$ cat config.mk
export PLATFORM = sky130hd
export DESIGN_NAME = multibyte_add_ctrl_flat
export DESIGN_NICKNAME = d
export VERILOG_FILES = /design/src/rtl/multibyte_add_ctrl_pkg.sv /design/src/rtl/multibyte_add_ctrl_if.sv /design/src/rtl/multibyte_add_ctrl_hba.sv /design/src/rtl/multibyte_add_ctrl.sv /design/src/flat_wrapper.sv
export SDC_FILE = /design/constraint.sdc
export NUM_CORES = 1
export LEC_CHECK = 0
export CAP_MARGIN = 25
export CORE_MARGIN = 1
export CORE_UTILIZATION = 55
export DETAILED_ROUTE_END_ITERATION = 10
export PLACE_DENSITY = 0.85
export SYNTH_ARGS = -nofsm -noshare
export SYNTH_HDL_FRONTEND = slang
export SYNTH_SLANG_ARGS = --single-unit
$ cat constraint.sdc
create_clock -name clk -period 5.76 [get_ports clk]
set_input_delay 1.44 -clock clk [delete_from_list [all_inputs] [get_ports clk]]
set_output_delay 1.44 -clock clk [all_outputs]
set_load 0.01 [all_outputs]
$ cat src/rtl/multibyte_add_ctrl_pkg.sv
// ============================================================================
// Module   : multibyte_add_ctrl_pkg
// Brief    : Shared types and constants for the byte-serial add/sub controller.
// Revision : 1.0 - initial release
// ============================================================================
`default_nettype none

package multibyte_add_ctrl_pkg;

  localparam int BYTE_W         = 8;
  localparam int NBYTES_DEFAULT = 4;

  typedef enum logic [1:0] {
    IDLE = 2'd0,
    RUN  = 2'd1,
    DONE = 2'd2
  } state_e;

endpackage

`default_nettype wire

$ cat src/rtl/multibyte_add_ctrl_if.sv
// ============================================================================
// Module   : multibyte_add_ctrl_if
// Brief    : Request/response handshake bundle for multibyte_add_ctrl.
// Revision : 1.0 - initial release
// ============================================================================
`default_nettype none

interface multibyte_add_ctrl_if
  import multibyte_add_ctrl_pkg::*;
#(
  parameter int NBYTES = NBYTES_DEFAULT
);
  localparam int W = BYTE_W * NBYTES;

  logic         in_valid;
  logic         in_ready;
  logic [W-1:0] a;
  logic [W-1:0] b;
  logic         sub;
  logic         out_valid;
  logic         out_ready;
  logic [W-1:0] sum;
  logic         cout;
  logic         ovf;

  modport master (
    output in_valid, a, b, sub, out_ready,
    input  in_ready, out_valid, sum, cout, ovf
  );

  modport slave (
    input  in_valid, a, b, sub, out_ready,
    output in_ready, out_valid, sum, cout, ovf
  );

endinterface

`default_nettype wire

$ cat src/rtl/multibyte_add_ctrl_hba.sv
// ============================================================================
// Module   : hba
// Brief    : 8-bit hybrid adder - two 4-bit lookahead nibbles, rippled.
// Revision : 1.0 - initial release
// ============================================================================
`default_nettype none

module hba (
  input  logic [7:0] a,
  input  logic [7:0] b,
  input  logic       cin,
  output logic [7:0] s,
  output logic       cout
);

  logic [2:0] w_nc;

  assign w_nc[0] = cin;

  for (genvar n = 0; n < 2; n++) begin : g_nib
    logic [3:0] w_g;
    logic [3:0] w_p;
    logic [4:0] w_c;

    assign w_g    = a[n*4 +: 4] & b[n*4 +: 4];
    assign w_p    = a[n*4 +: 4] ^ b[n*4 +: 4];
    assign w_c[0] = w_nc[n];
    assign w_c[1] = w_g[0] | (w_p[0] & w_c[0]);
    assign w_c[2] = w_g[1] | (w_p[1] & w_g[0]) | (w_p[1] & w_p[0] & w_c[0]);
    assign w_c[3] = w_g[2] | (w_p[2] & w_g[1]) | (w_p[2] & w_p[1] & w_g[0])
                  | (w_p[2] & w_p[1] & w_p[0] & w_c[0]);
    assign w_c[4] = w_g[3] | (w_p[3] & w_g[2]) | (w_p[3] & w_p[2] & w_g[1])
                  | (w_p[3] & w_p[2] & w_p[1] & w_g[0])
                  | (w_p[3] & w_p[2] & w_p[1] & w_p[0] & w_c[0]);

    assign s[n*4 +: 4] = w_p ^ w_c[3:0];
    assign w_nc[n+1]   = w_c[4];
  end

  assign cout = w_nc[2];

endmodule

`default_nettype wire

$ cat src/rtl/multibyte_add_ctrl.sv
// ============================================================================
// Module   : multibyte_add_ctrl
// Brief    : Byte-serial W-bit add/subtract through a single 8-bit adder.
// Revision : 1.0 - initial release
// ============================================================================
`default_nettype none

module multibyte_add_ctrl
  import multibyte_add_ctrl_pkg::*;
#(
  parameter int NBYTES = NBYTES_DEFAULT
) (
  input  logic                clk,
  input  logic                rst_n,
  multibyte_add_ctrl_if.slave bus
);

  localparam int W    = BYTE_W * NBYTES;
  localparam int IDXW = $clog2(NBYTES);

  localparam logic [1:0] ST_IDLE = IDLE;
  localparam logic [1:0] ST_RUN  = RUN;
  localparam logic [1:0] ST_DONE = DONE;

  localparam logic [IDXW-1:0] c_last_idx = IDXW'(NBYTES - 1);

  logic [1:0]      r_state;
  logic [IDXW-1:0] r_idx;
  logic            r_carry;
  logic [W-1:0]    r_a;
  logic [W-1:0]    r_b;
  logic            r_sub;
  logic [W-1:0]    r_sum;
  logic            r_cout;
  logic            r_ovf;

  logic [IDXW+2:0] w_base;
  logic [7:0]      w_a_byte;
  logic [7:0]      w_b_byte;
  logic [7:0]      w_s;
  logic            w_co;
  logic            w_ovf;

  assign w_base   = {r_idx, 3'b000};
  assign w_a_byte = r_a[w_base +: BYTE_W];
  assign w_b_byte = r_b[w_base +: BYTE_W] ^ {BYTE_W{r_sub}};

  hba u_hba (
    .a    (w_a_byte),
    .b    (w_b_byte),
    .cin  (r_carry),
    .s    (w_s),
    .cout (w_co)
  );

  // Signed overflow: operands agree in sign but the result does not.
  assign w_ovf = ~(r_a[W-1] ^ (r_b[W-1] ^ r_sub)) & (w_s[7] ^ r_a[W-1]);

  always_ff @(posedge clk or negedge rst_n) begin
    if (!rst_n) begin
      r_state <= ST_IDLE;
      r_idx   <= '0;
      r_carry <= 1'b0;
      r_a     <= '0;
      r_b     <= '0;
      r_sub   <= 1'b0;
      r_sum   <= '0;
      r_cout  <= 1'b0;
      r_ovf   <= 1'b0;
    end else begin
      case (r_state)
        ST_IDLE: begin
          if (bus.in_valid) begin
            r_a     <= bus.a;
            r_b     <= bus.b;
            r_sub   <= bus.sub;
            r_carry <= bus.sub;
            r_idx   <= '0;
            r_state <= ST_RUN;
          end
        end
        ST_RUN: begin
          r_sum[w_base +: BYTE_W] <= w_s;
          r_carry                 <= w_co;
          if (r_idx == c_last_idx) begin
            r_cout  <= w_co;
            r_ovf   <= w_ovf;
            r_idx   <= '0;
            r_state <= ST_DONE;
          end else begin
            r_idx <= r_idx + IDXW'(1);
          end
        end
        ST_DONE: begin
          if (bus.out_ready) r_state <= ST_IDLE;
        end
        default: r_state <= ST_IDLE;
      endcase
    end
  end

  assign bus.in_ready  = (r_state == ST_IDLE);
  assign bus.out_valid = (r_state == ST_DONE);
  assign bus.sum       = r_sum;
  assign bus.cout      = r_cout;
  assign bus.ovf       = r_ovf;

endmodule

`default_nettype wire

$ cat src/flat_wrapper.sv
// flat-port wrapper written by rule: the top's interface ports become plain ports
module multibyte_add_ctrl_flat import multibyte_add_ctrl_pkg::*;
#(
  parameter int NBYTES = NBYTES_DEFAULT
)
  (clk, rst_n, bus_in_valid, bus_a, bus_b, bus_sub, bus_out_ready, bus_in_ready, bus_out_valid, bus_sum, bus_cout, bus_ovf);
  multibyte_add_ctrl_if #(.NBYTES(NBYTES)) bus_i ();
  input  logic clk;
  input  logic rst_n;
  input wire logic [$bits(bus_i.in_valid)-1:0] bus_in_valid;
  input wire logic [$bits(bus_i.a)-1:0] bus_a;
  input wire logic [$bits(bus_i.b)-1:0] bus_b;
  input wire logic [$bits(bus_i.sub)-1:0] bus_sub;
  input wire logic [$bits(bus_i.out_ready)-1:0] bus_out_ready;
  output wire logic [$bits(bus_i.in_ready)-1:0] bus_in_ready;
  output wire logic [$bits(bus_i.out_valid)-1:0] bus_out_valid;
  output wire logic [$bits(bus_i.sum)-1:0] bus_sum;
  output wire logic [$bits(bus_i.cout)-1:0] bus_cout;
  output wire logic [$bits(bus_i.ovf)-1:0] bus_ovf;
  assign bus_i.in_valid = bus_in_valid;
  assign bus_i.a = bus_a;
  assign bus_i.b = bus_b;
  assign bus_i.sub = bus_sub;
  assign bus_i.out_ready = bus_out_ready;
  assign bus_in_ready = bus_i.in_ready;
  assign bus_out_valid = bus_i.out_valid;
  assign bus_sum = bus_i.sum;
  assign bus_cout = bus_i.cout;
  assign bus_ovf = bus_i.ovf;
  multibyte_add_ctrl #(.NBYTES(NBYTES)) u_core (.clk(clk), .rst_n(rst_n), .bus(bus_i));
endmodule
==> results.json <==
{
  "cts.path.max_buffers": 2,
  "cts_setup_buffers": 0,
  "dieHeight_um": 95.7,
  "async_flop_share_pct": 100,
  "period_needed_ns": 3.73,
  "synth_edf_count": 0,
  "hold_buffers": 0,
  "drv_slew": 0,
  "cts_buffers": 9,
  "hp-start": "u_core.bus.sum[22]",
  "grt_util_all_layers_pct": 24.2,
  "antenna_found_initial": 0,
  "cts-root-buf": "clkbuf_8",
  "synth.distinct_cells": 45,
  "max_stage_delay_ns": 0.68,
  "fin_tns_setup_ns": 0,
  "worstSetupStartpoint": "u_core.r_idx[0]",
  "vias_per_cell": 5.73,
  "cts_resized": 0,
  "required_ns": 6.00,
  "area_delta_synth_final_pct": 27.5,
  "ant_nets": 0,
  "mostFrequentLayoutCells": "dfrtp_1, clkdlybuf4s50_1, mux2_2",
  "fillCellCount": 548,
  "status": "completed",
  "multi_input_area_um2": 2130,
  "synth.avg_cell_area_um2": 14.0,
  "hold_viol": 0,
  "finalSetupViolCount": 0,
  "cts_sinks": 104,
  "endpoint_kind": "flop",
  "worstSetupPathType": "flop to flop",
  "die-area_um2": 9160,
  "leakage_nw": 2.62,
  "portBuffers": 104,
  "grt_setup_unrepaired": "no",
  "highest_layer": "met4",
  "yosys_register_bits": 104,
  "drc": 0,
  "htreeDepth": 3,
  "gp_congestion": 0.806,
  "yosysWarnings": 0,
  "r2r_start": "u_core.r_idx[0]",
  "max_freq_mhz": 268,
  "dr_wl_met2_um": 5060,
  "worstSkewPairLatency_ns": 0.36,
  "total_power_w": 0.00413,
  "wl_um": 10000,
  "layout_commonest_cell": "dfrtp_1",
  "start_util_pct": 57.9,
  "synth_ff_type": "dfrtp_1",
  "period_share_pct": 64.8,
  "core_um2": 8340,
  "synth_cells": 346,
  "dr_wl_met3_um": 476,
  "rows": 33,
  "clk_pin_slew_ns": 0.09,
  "hold_ws_ns": 0.488,
  "power.density_nw_per_um2": 671,
  "critical_path.top_delay_family": "adder cells",
  "yosysSeqAreaShare_pct": 53.9,
  "worst-path-max-fanout": 16,
  "drt-pass1-iter-count": 4,
  "grt_pass1_wl_um": 16600,
  "cts_tree": "built",
  "final_nets": 534,
  "diodes": 0,
  "num_vias": 3202,
  "crit_chain": "buf_4 > mux4_2 > xor2_1 > ha_1 > a21o_2 > a21o_1 > or2_2 > fa_1 > xor2_1 > a22o_1",
  "grt_pass1_vias": 3355,
  "syn-num-nets": 431,
  "slowest_stage": "dfrtp_1",
  "grt_max_degree": 54,
  "ir_drop_v": 0.000350,
  "io_pins": 105,
  "tightest_slew_ns": 0.919,
  "cp.arrival_ns": 3.97,
  "max_slew_margin_pct": 38.8,
  "dp_hpwl_um": 7430,
  "final_layout_size_suffix_gt1_share_pct": 22.9,
  "die_w_um": 95.7,
  "drt_iter0_markers": 134,
  "netlist_area_um2": 4830,
  "crit_top_cell": "xor2_1",
  "skew_ns": 0.0146,
  "crit_buf_inv": 1,
  "wl_per_cell_um": 17.9,
  "min_path_type": "flop to flop",
  "wl_met1_um": 4340,
  "final-seq-area_um2": 2600,
  "critPathLaunchType": "flop",
  "grt.overflow.total": 0,
  "maxCapViolations": 0
}
Yosys cell counts, types with 2 or more instances:
cell / instances / area share, %
dfrtp_1: 104 / 54
mux2_2: 65 / 15
a22o_1: 24 / 4.4
nand2_1: 17 / 1.3
mux4_2: 16 / 7.5
o21ai_0: 15 / 1.6
ha_1: 14 / 3.6
xor2_1: 13 / 2.4
nor2_1: 10 / 0.78
buf_2: 9 / 0.93
a21oi_1: 6 / 0.62
inv_1: 5 / 0.39
clkbuf_1: 4 / 0.31
nand2b_1: 3 / 0.39
nand3_1: 3 / 0.31
a21o_1: 2 / 0.31
a31oi_1: 2 / 0.26
and3_1: 2 / 0.26
fa_1: 2 / 0.83
nand3b_1: 2 / 0.31
nand4_1: 2 / 0.26
nor3b_1: 2 / 0.31
o21bai_1: 2 / 0.31
worst reg2reg max path, delay by kind of cell, from the launching register on:
kind	cells	cell delay (ns)
compound gates	3	0.64
xor+xnor	2	0.35
fa+ha+maj	2	0.73
buf+inv	1	0.38
flops	1	0.68
mux	1	0.55
simple gates	1	0.28
kinds of logic after synthesis:
kind of cell,Yosys count,synth area share (%)
adder cells (fa/ha/maj),16,4.46
flip-flops,104,53.9
XOR/XNOR,14,2.54
AO/OA/AOI/OAI,57,8.50
multiplexers,83,23.1
AND/OR/NAND/NOR,51,5.36
buffers and inverters,21,2.10
where the power goes:
group,switching [W],internal [W]
clock network,0.000238,0.000247
registers,0.000227,0.00103
logic,0.00125,0.00114
total,0.00171,0.00242
layout make-up:
cell class / instances / area share [%]
clock inverters: 4 / 1.24
clock buffers: 12 / 2.20
flip-flops and latches: 104 / 42.3
well taps: 105 / 2.13
repair buffers: 108 / 17.3
multi-input cells: 221 / 34.5
inverters: 5 / 0.305
registers in the layout, summed over array words and instances (netlist names):
signal / flops
u_core.bus.sum: 32
u_core.r_a: 32
u_core.r_b: 32
u_core.r_idx: 2
u_core.r_state: 2
u_core.bus.cout: 1
u_core.bus.ovf: 1
u_core.r_carry: 1
u_core.r_sub: 1
through the flow:
stage               worst slack [ns]  utilization (%)  area, um2  instances
detailed placement              2.01             71.2       5940        542
finish                          2.03             73.8       6160        559
floorplan                       2.34                -       4830        346
global route                    1.78             73.8       6160        559
CTS                             1.99             73.7       6150        558
global placement                2.07             71.2       5940        542
metal layers:
metal / up-vias / GRT usage [%]
met5: - / 0
met4: 0 / 7.46
met3: 15 / 4.11
met2: 103 / 40.7
met1: 1606 / 32.3
li1: 1478 / -
path summary, 6_finish.rpt:
kind                                       to  slack (ns)  cells after the start
min                        u_core.bus.sum[22]        0.49                      2
min reg2reg                u_core.bus.sum[22]        0.49                      2
max                         u_core.bus.sum[5]        2.03                     10
max reg2reg                 u_core.bus.sum[5]        2.03                     10
min in group asynchronous  u_core.bus.sum[17]        1.09                      1
max in group asynchronous       u_core.r_b[4]        3.57                      2
No activity file was read; power rests on OpenSTA's default activity.
